==> config.mk <==
export PLATFORM = sky130hd
export DESIGN_NAME = rv32i_multicycle_core_flat
export DESIGN_NICKNAME = d
export VERILOG_FILES = /design/src/rtl/rv32i_multicycle_core_if.sv /design/src/rtl/rv32i_multicycle_core.sv /design/src/flat_wrapper.sv
export SDC_FILE = /design/constraint.sdc
export NUM_CORES = 2
export LEC_CHECK = 0
export ABC_CLOCK_PERIOD_IN_PS = 4200
export CORE_UTILIZATION = 40
export CTS_CLUSTER_SIZE = 25
export DETAILED_ROUTE_END_ITERATION = 7
export HOLD_SLACK_MARGIN = 0.03
export PLACE_DENSITY = 0.6
export SETUP_SLACK_MARGIN = 0.05
export SYNTH_ARGS = -nofsm -noshare
export SYNTH_HDL_FRONTEND = slang
export SYNTH_SLANG_ARGS = --single-unit
export TNS_END_PERCENT = 1
==> constraint.sdc <==
create_clock -name clock -period 4.2 [get_ports clock]
set_clock_uncertainty 0.1 [all_clocks]
set_input_delay 0.63 -clock clock [delete_from_list [all_inputs] [get_ports clock]]
set_output_delay 0.63 -clock clock [all_outputs]
set_load 0.01 [all_outputs]
==> src/rtl/rv32i_multicycle_core_if.sv <==
// Unified instruction/data memory port: req/ready handshake, any wait-state count.
interface rv32i_multicycle_core_if;
  logic        mem_req;
  logic        mem_we;
  logic [31:0] mem_addr;
  logic [31:0] mem_wdata;
  logic [3:0]  mem_wstrb;
  logic        mem_ready;
  logic [31:0] mem_rdata;

  modport master (output mem_req, mem_we, mem_addr, mem_wdata, mem_wstrb,
                  input  mem_ready, mem_rdata);
  modport slave  (input  mem_req, mem_we, mem_addr, mem_wdata, mem_wstrb,
                  output mem_ready, mem_rdata);
endinterface

==> src/rtl/rv32i_multicycle_core.sv <==
// Multi-cycle RV32I/RV32E core: FETCH/DECODE/EXECUTE/MEM/WB over one shared memory port.
module rv32i_multicycle_core #(
  parameter logic [31:0] RESET_PC = 32'h0000_0000,
  parameter int          NUM_REGS = 32
) (
  input  logic                           clock,
  input  logic                           reset,
  rv32i_multicycle_core_if.master        bus,
  output logic                           halted,
  output logic [1:0]                     trap_cause,
  output logic [31:0]                    pc_out
);
  localparam int RW = $clog2(NUM_REGS);
  localparam logic [6:0] OP_LUI = 7'b0110111, OP_AUIPC = 7'b0010111, OP_JAL = 7'b1101111,
                         OP_JALR = 7'b1100111, OP_BR = 7'b1100011, OP_LD = 7'b0000011,
                         OP_ST = 7'b0100011, OP_IMM = 7'b0010011, OP_REG = 7'b0110011,
                         OP_FENCE = 7'b0001111;

  typedef enum logic [2:0] {S_FETCH, S_DECODE, S_EXEC, S_MEM, S_WB, S_HALT} state_t;

  state_t      r_state;
  logic [31:0] r_pc, r_ir, r_a, r_b, r_imm, r_alu, r_npc, r_mdr;
  logic [31:0] r_regs [NUM_REGS];
  logic        r_req, r_we, r_halted;
  logic [31:0] r_addr, r_wdata;
  logic [3:0]  r_wstrb;
  logic [1:0]  r_cause;

  assign bus.mem_req   = r_req;
  assign bus.mem_we    = r_we;
  assign bus.mem_addr  = r_addr;
  assign bus.mem_wdata = r_wdata;
  assign bus.mem_wstrb = r_wstrb;
  assign halted        = r_halted;
  assign trap_cause    = r_cause;
  assign pc_out        = r_pc;

  logic [6:0] w_op, w_f7;
  logic [4:0] w_rd, w_rs1, w_rs2;
  logic [2:0] w_f3;
  logic       w_rd_bad, w_rs1_bad, w_rs2_bad, w_is_ld, w_is_st, w_wr_rd;
  assign w_op      = r_ir[6:0];
  assign w_rd      = r_ir[11:7];
  assign w_f3      = r_ir[14:12];
  assign w_rs1     = r_ir[19:15];
  assign w_rs2     = r_ir[24:20];
  assign w_f7      = r_ir[31:25];
  assign w_rd_bad  = {27'b0, w_rd}  >= NUM_REGS;
  assign w_rs1_bad = {27'b0, w_rs1} >= NUM_REGS;
  assign w_rs2_bad = {27'b0, w_rs2} >= NUM_REGS;
  assign w_is_ld   = (w_op == OP_LD);
  assign w_is_st   = (w_op == OP_ST);
  assign w_wr_rd   = (w_op == OP_LUI) | (w_op == OP_AUIPC) | (w_op == OP_JAL) | (w_op == OP_JALR) |
                     w_is_ld | (w_op == OP_IMM) | (w_op == OP_REG);

  logic [31:0] w_imm;
  logic        w_illegal;
  // Immediate formation and illegal-encoding detection from the latched IR.
  always_comb begin
    w_imm     = {{20{r_ir[31]}}, r_ir[31:20]};
    w_illegal = 1'b0;
    case (w_op)
      OP_LUI, OP_AUIPC: begin w_imm = {r_ir[31:12], 12'b0}; w_illegal = w_rd_bad; end
      OP_JAL: begin
        w_imm     = {{11{r_ir[31]}}, r_ir[31], r_ir[19:12], r_ir[20], r_ir[30:21], 1'b0};
        w_illegal = w_rd_bad;
      end
      OP_JALR: w_illegal = (w_f3 != 3'b000) | w_rd_bad | w_rs1_bad;
      OP_BR: begin
        w_imm     = {{19{r_ir[31]}}, r_ir[31], r_ir[7], r_ir[30:25], r_ir[11:8], 1'b0};
        w_illegal = (w_f3[2:1] == 2'b01) | w_rs1_bad | w_rs2_bad;
      end
      OP_LD: w_illegal = (w_f3 == 3'b011) | (w_f3[2:1] == 2'b11) | w_rd_bad | w_rs1_bad;
      OP_ST: begin
        w_imm     = {{20{r_ir[31]}}, r_ir[31:25], r_ir[11:7]};
        w_illegal = w_f3[2] | (w_f3[1:0] == 2'b11) | w_rs1_bad | w_rs2_bad;
      end
      OP_IMM: w_illegal = ((w_f3 == 3'b001) & (w_f7 != 7'b0)) |
                          ((w_f3 == 3'b101) & (w_f7 != 7'b0) & (w_f7 != 7'b0100000)) |
                          w_rd_bad | w_rs1_bad;
      OP_REG: w_illegal = ((w_f7 != 7'b0) &
                           !((w_f7 == 7'b0100000) & ((w_f3 == 3'b000) | (w_f3 == 3'b101)))) |
                          w_rd_bad | w_rs1_bad | w_rs2_bad;
      OP_FENCE: w_illegal = (w_f3 != 3'b000);
      default:  w_illegal = 1'b1;
    endcase
  end

  logic [31:0] w_opb, w_alu, w_res, w_npc, w_pc4, w_ea, w_sdata, w_lsh, w_ld;
  logic [4:0]  w_sh;
  logic [3:0]  w_sstrb;
  logic        w_take, w_mis;
  // ALU, branch compare, next-PC, effective address and store/load lane steering.
  always_comb begin
    w_opb = (w_op == OP_REG) ? r_b : r_imm;
    w_sh  = w_opb[4:0];
    case (w_f3)
      3'b000:  w_alu = ((w_op == OP_REG) & r_ir[30]) ? r_a - w_opb : r_a + w_opb;
      3'b001:  w_alu = r_a << w_sh;
      3'b010:  w_alu = {31'b0, $signed(r_a) < $signed(w_opb)};
      3'b011:  w_alu = {31'b0, r_a < w_opb};
      3'b100:  w_alu = r_a ^ w_opb;
      3'b101:  w_alu = r_ir[30] ? 32'($signed(r_a) >>> w_sh) : r_a >> w_sh;
      3'b110:  w_alu = r_a | w_opb;
      default: w_alu = r_a & w_opb;
    endcase
    case (w_f3)
      3'b000:  w_take = (r_a == r_b);
      3'b001:  w_take = (r_a != r_b);
      3'b100:  w_take = $signed(r_a) <  $signed(r_b);
      3'b101:  w_take = $signed(r_a) >= $signed(r_b);
      3'b110:  w_take = r_a <  r_b;
      3'b111:  w_take = r_a >= r_b;
      default: w_take = 1'b0;
    endcase
    w_pc4 = r_pc + 32'd4;
    w_ea  = r_a + r_imm;
    w_res = w_alu;
    w_npc = w_pc4;
    case (w_op)
      OP_LUI:   w_res = r_imm;
      OP_AUIPC: w_res = r_pc + r_imm;
      OP_JAL:   begin w_res = w_pc4; w_npc = r_pc + r_imm; end
      OP_JALR:  begin w_res = w_pc4; w_npc = w_ea & ~32'd1; end
      OP_BR:    if (w_take) w_npc = r_pc + r_imm;
      default:  ;
    endcase
    w_mis = ((w_f3[1:0] == 2'b01) & w_ea[0]) | ((w_f3[1:0] == 2'b10) & (w_ea[1:0] != 2'b00));
    case (w_f3[1:0])
      2'b00:   begin w_sdata = {4{r_b[7:0]}};  w_sstrb = 4'b0001 << w_ea[1:0]; end
      2'b01:   begin w_sdata = {2{r_b[15:0]}}; w_sstrb = w_ea[1] ? 4'b1100 : 4'b0011; end
      default: begin w_sdata = r_b;            w_sstrb = 4'b1111; end
    endcase
    // r_alu holds the EA while in MEM, so its low bits pick the load lane.
    w_lsh = bus.mem_rdata >> {r_alu[1:0], 3'b000};
    case (w_f3)
      3'b000:  w_ld = {{24{w_lsh[7]}}, w_lsh[7:0]};
      3'b001:  w_ld = {{16{w_lsh[15]}}, w_lsh[15:0]};
      3'b100:  w_ld = {24'b0, w_lsh[7:0]};
      3'b101:  w_ld = {16'b0, w_lsh[15:0]};
      default: w_ld = w_lsh;
    endcase
  end

  // Main FSM; bus outputs are registered and set up on the edge entering each request state.
  always_ff @(posedge clock) begin
    if (reset) begin
      r_state  <= S_FETCH;
      r_pc     <= RESET_PC;
      r_ir     <= '0; r_a <= '0; r_b <= '0; r_imm <= '0;
      r_alu    <= '0; r_npc <= '0; r_mdr <= '0;
      r_req    <= 1'b0; r_we <= 1'b0; r_addr <= RESET_PC;
      r_wdata  <= '0; r_wstrb <= '0;
      r_halted <= 1'b0; r_cause <= 2'd0;
      for (int i = 0; i < NUM_REGS; i++) r_regs[i] <= '0;
    end else begin
      case (r_state)
        S_FETCH:
          if (!r_req) begin
            // Only reached straight out of reset; WB normally raises the fetch request.
            r_req <= 1'b1; r_addr <= r_pc; r_we <= 1'b0; r_wstrb <= '0;
          end else if (bus.mem_ready) begin
            r_ir <= bus.mem_rdata; r_req <= 1'b0; r_state <= S_DECODE;
          end
        S_DECODE: begin
          r_a   <= r_regs[w_rs1[RW-1:0]];
          r_b   <= r_regs[w_rs2[RW-1:0]];
          r_imm <= w_imm;
          if (w_illegal) begin
            r_state <= S_HALT; r_halted <= 1'b1; r_cause <= 2'd1;
          end else r_state <= S_EXEC;
        end
        S_EXEC: begin
          r_npc <= w_npc;
          if (w_is_ld | w_is_st) begin
            r_alu <= w_ea;
            if (w_mis) begin
              r_state <= S_HALT; r_halted <= 1'b1; r_cause <= 2'd2;
            end else begin
              r_state <= S_MEM; r_req <= 1'b1; r_addr <= w_ea; r_we <= w_is_st;
              r_wdata <= w_sdata; r_wstrb <= w_is_st ? w_sstrb : 4'b0000;
            end
          end else begin
            r_alu <= w_res;
            if (w_npc[1:0] != 2'b00) begin
              r_state <= S_HALT; r_halted <= 1'b1; r_cause <= 2'd3;
            end else r_state <= S_WB;
          end
        end
        S_MEM:
          if (bus.mem_ready) begin
            r_mdr <= w_ld; r_req <= 1'b0; r_we <= 1'b0; r_wstrb <= '0; r_state <= S_WB;
          end
        S_WB: begin
          if (w_wr_rd && (w_rd != 5'd0)) r_regs[w_rd[RW-1:0]] <= w_is_ld ? r_mdr : r_alu;
          r_pc <= r_npc; r_req <= 1'b1; r_addr <= r_npc; r_we <= 1'b0; r_wstrb <= '0;
          r_state <= S_FETCH;
        end
        S_HALT: ;
        default: r_state <= S_HALT;
      endcase
    end
  end
endmodule

==> src/flat_wrapper.sv <==
// flat-port wrapper written by rule: the top's interface ports become plain ports
module rv32i_multicycle_core_flat 
#(
  parameter logic [31:0] RESET_PC = 32'h0000_0000,
  parameter int          NUM_REGS = 32
)
  (clock, reset, halted, trap_cause, pc_out, bus_mem_req, bus_mem_we, bus_mem_addr, bus_mem_wdata, bus_mem_wstrb, bus_mem_ready, bus_mem_rdata);
  rv32i_multicycle_core_if bus_i ();
  input  logic clock;
  input  logic reset;
  output logic halted;
  output logic [1:0] trap_cause;
  output logic [31:0] pc_out;
  output wire logic [$bits(bus_i.mem_req)-1:0] bus_mem_req;
  output wire logic [$bits(bus_i.mem_we)-1:0] bus_mem_we;
  output wire logic [$bits(bus_i.mem_addr)-1:0] bus_mem_addr;
  output wire logic [$bits(bus_i.mem_wdata)-1:0] bus_mem_wdata;
  output wire logic [$bits(bus_i.mem_wstrb)-1:0] bus_mem_wstrb;
  input wire logic [$bits(bus_i.mem_ready)-1:0] bus_mem_ready;
  input wire logic [$bits(bus_i.mem_rdata)-1:0] bus_mem_rdata;
  assign bus_mem_req = bus_i.mem_req;
  assign bus_mem_we = bus_i.mem_we;
  assign bus_mem_addr = bus_i.mem_addr;
  assign bus_mem_wdata = bus_i.mem_wdata;
  assign bus_mem_wstrb = bus_i.mem_wstrb;
  assign bus_i.mem_ready = bus_mem_ready;
  assign bus_i.mem_rdata = bus_mem_rdata;
  rv32i_multicycle_core #(.RESET_PC(RESET_PC), .NUM_REGS(NUM_REGS)) u_core (.clock(clock), .reset(reset), .bus(bus_i), .halted(halted), .trap_cause(trap_cause), .pc_out(pc_out));
endmodule
==> impl_results.md <==
* Post-Syn Area per Cell at 11.2 um2
* Pwr Total at 0.0426 W
* Antenna Nets Post-Route at 0
* Post-synth EDFFs at 1,024
* Vias per cell at 6.40
* Die Width at 449 um
* First-pass GRT wire length at 501,000 um
* Number of library cell types mapped by synthesis at 106
* Setup_tns at -0.305 ns
* Port bufs at 139
* Switching pwr at 0.0146 W
* Nets at 7,874
* Worst Path Arrival at 4.96 ns
* RSZ-0062 raised after global routing: yes
* Final slew viol count at 0
* Mapped cell area at 0.0799 mm2
* Sink Count at 1,356
* Status: complete, but fails checks
* Leakage at 32.8 nW
* Post-route design area at 0.0958 mm2
* Failing checks: setup timing
* Reg-to-Reg End: u_core.r_alu[30]
* Post-layout minimum cycle time at 4.34 ns
* GR Util met1 at 0.426
* Final hold vios at 0
* Cell Pwr Density at 445 mW/mm2
* Worst vdd ir at 428 uV
* RR Startpoint: u_core.r_ir[3]
* Net Sw Frac at 0.343
* R2R Setup Slk at -0.14 ns
* Launch point of the critical path: u_core.r_ir[3]
* Crit path launch type: flip-flop
* CP Class: flip-flop to flip-flop
* Async set-reset flop share out of synthesis at 0
* GP Congestion at 1.02
* Combinational power share at 0.304
* Layout cells sized above 1 at 0.253
* Via count at 66,671
* Detailed Routing Iterations Pass 1 at 6
* Place WS at -0.313 ns
* Maximum clock frequency at 0.230 GHz
* DRC at 0
* Area growth from synthesis to layout at 19.8%
* Final non-filler cell total at 10,416
* Die H at 449 um
* Initial antenna violation count at 8
* Synth warnings at 0
* Hold Crit Class: flip-flop to flip-flop
* Worst-path clk slew at 0.06 ns
* Fillcell total at 17,751
* Num CTS Buffers at 155
* Die area at 0.202 mm2
* Final Cycle Share at 1.03
* Hpwl dp at 256,000 um
* CTS tree: built
* GR Util met2 at 0.549
* Rel. slew slack at 0.265
* Crit end category: flip-flop
* GRT Max-Usage Layer: met2
* Max-cap viol count at 0
* Met3 Usage GRT at 0.0641
* R2R depth at 22
* Largest net degree at the start of global routing at 114
* Least-Margin Pin Slew at 1.10 ns
* Row Count at 163
* Vias in the first global route at 64,768
* Initial cell density of the core at 0.404
* Internal Pwr Total at 0.0280 W
* Grt ovf at 0
* Root Driver: clkbuf_16
* Clock network fraction of total power at 0.329
* # IOs at 140
* Register share of total power at 0.367
* WL/cell at 34.6 um
* Required time of the critical path at 4.83 ns
* GR Util All Layers at 0.350
* Cell count after synthesis at 7,132
* Core box area at 0.198 mm2
* Htree depth at 4
* Final setup viols at 5
* Worst Setup EP: u_core.r_alu[30]
* Placement-stage cell area at 0.0900 mm2
* Initial DRC Count at 8,734
* Placed cells at 10,114
* Synth Register Bits at 1,356
* Setup WS post-layout at -0.139 ns
* DRT Wirelength at 360,000 um
* CP max FO at 15
* Most common flop cell mapped by yosys: edfxtp_1
* Worst-Skew Late Latency at 0.83 ns
* Post-synthesis sequential area ratio at 0.468
* CTS max path bufs at 3
worst max-delay path, stage by stage (launching register included):
cell and delay, ns:
dfxtp_1 0.32, and4bb_1 0.30, buf_6 0.14, nand2_8 0.11, buf_12 0.18, buf_4 0.13
o21ai_0 0.35, buf_4 0.23, inv_1 0.07, ha_1 0.29, buf_4 0.16, nand2_1 0.06
nand2_1 0.09, a21o_1 0.20, a21oi_1 0.23, buf_4 0.16, o21ai_0 0.10, a31oi_2 0.24
a21oi_1 0.13, o41ai_2 0.07, xnor2_1 0.22, a221oi_2 0.11, nor3_1 0.24
state kept, by name, indices dropped and copies added, names as in the netlist:
signal	count
u_core.r_imm	32
u_core.r_a	32
u_core.r_regs	1024
u_core.r_npc	32
u_core.bus.mem_we	1
u_core.r_mdr	32
u_core.bus.mem_addr	32
u_core.bus.mem_wstrb	4
u_core.pc_out	32
u_core.r_alu	32
u_core.r_b	32
u_core.r_ir	32
u_core.trap_cause	2
u_core.r_state	3
u_core.bus.mem_wdata	32
u_core.halted	1
u_core.bus.mem_req	1
how the worst min path moves through the flow:
stage                                  startpoint                 endpoint  slack, ns  depth (start not counted)
final                     u_core.bus.mem_addr[24]  u_core.bus.mem_addr[24]       0.35                          2
after detailed placement  u_core.bus.mem_addr[24]  u_core.bus.mem_addr[24]       0.35                          2
after global routing            bus_mem_rdata[10]          u_core.r_ir[10]       0.34                          3
after CTS                       bus_mem_rdata[10]          u_core.r_ir[10]       0.32                          3
after global placement    u_core.bus.mem_addr[26]  u_core.bus.mem_addr[26]       0.34                          2
after floorplan                   u_core.r_mdr[0]          u_core.r_mdr[0]       0.34                          2
stage by stage:
step            util  hold slack (ns)
6_report       0.484            0.351
5_1_grt        0.484            0.342
4_1_cts        0.484            0.319
3_5_place_dp   0.455            0.345
3_3_place_gp   0.455            0.341
2_1_floorplan      -            0.336
final cells by class:
cell class                      count  area (um2)  area share
Clock inverter                     94        1130      0.0118
Timing Repair Buffer              976        8670      0.0905
Tap cell                         2640        3300      0.0345
Antenna cell                        6        15.0    0.000157
Multi-Input combinational cell   4998       40500       0.423
Clock buffer                      190        4090      0.0427
Inverter                          156         591     0.00617
Sequential cell                  1356       37400       0.391
synth_stat cells (all sizes together) (25+ instances only):
master / instances / area, um2
nor2: 1377 / 5170
edfxtp: 1024 / 30700
mux4: 645 / 14500
nand2: 563 / 2120
clkbuf: 534 / 2000
a21oi: 473 / 2370
dfxtp: 332 / 6650
o21ai: 329 / 1650
mux2i: 234 / 2350
ha: 192 / 2400
inv: 155 / 584
a211oi: 145 / 1090
buf: 119 / 563
nor3: 88 / 457
nand3: 79 / 400
xnor2: 75 / 657
o211ai: 69 / 518
a21o: 63 / 473
a221oi: 51 / 459
a311oi: 40 / 357
a31oi: 38 / 238
o221ai: 32 / 280
xor2: 29 / 254
mux2: 28 / 319
o22ai: 26 / 163
and3: 25 / 156
nand2b: 25 / 156
power by group through the flow:
stage	logic (W)	registers [W]	clock network [W]
floorplan	0.00627	0.0157	0
global placement	0.0124	0.0158	0
detailed placement	0.0124	0.0159	0
CTS	0.0126	0.0156	0.0142
global route	0.0134	0.0157	0.0147
finish	0.0130	0.0156	0.0140
cell usage in the layout (no fill, tap or decap), types with 22 or more instances in the layout:
cell type,count
mux4_2,645
o221ai_1,32
mux2_2,27
mux2i_4,34
clkinv_2,25
nor2_1,1368
mux2i_1,200
xor2_1,29
ha_1,184
nand3_1,77
nor3_1,82
xnor2_1,74
clkinv_1,26
clkdlybuf4s50_1,138
a31oi_1,35
a21oi_1,467
dfxtp_1,320
a21o_1,63
buf_12,75
clkbuf_1,28
inv_1,149
a311oi_1,38
nand2b_1,24
o22ai_1,24
nand4_1,22
o211ai_1,69
conb_1,32
o21a_1,22
a211oi_1,141
edfxtp_1,1024
buf_4,757
clkbuf_16,156
nand2_1,499
a221oi_1,45
nand2_2,63
nor2b_1,23
and3_1,25
o21ai_0,301
logic make-up (layout without fill, tap and decap cells):
group / Yosys count / after routing / synth area share
simple gates: 2292 / 2292 / 0.118
fa+ha+maj: 196 / 196 / 0.0311
mux: 907 / 907 / 0.215
xor+xnor: 104 / 104 / 0.0114
buf+inv: 809 / 1416 / 0.0395
other cells: 1 / 38 / 0.0000469
flops: 1356 / 1356 / 0.468
compound gates: 1467 / 1467 / 0.117
layer usage:
layer  vias to the layer above  share of wire
li1                      27856              -
met1                     33430           0.36
met2                      4330           0.46
met3                      1049          0.090
met4                         6          0.094
met5                         -        0.00012
timing repair:
action | in CTS | in global routing
hold buffers | 1 | 0
endpoints found under the hold margin | 4 | 0
pin swaps | 17 | 3
gates cloned | 2 | 0
setup endpoints to repair | 34 | 40
gates resized for setup | 66 | 18
setup buffers | 9 | 0
Note: power is estimated with default switching activity, not from simulation.
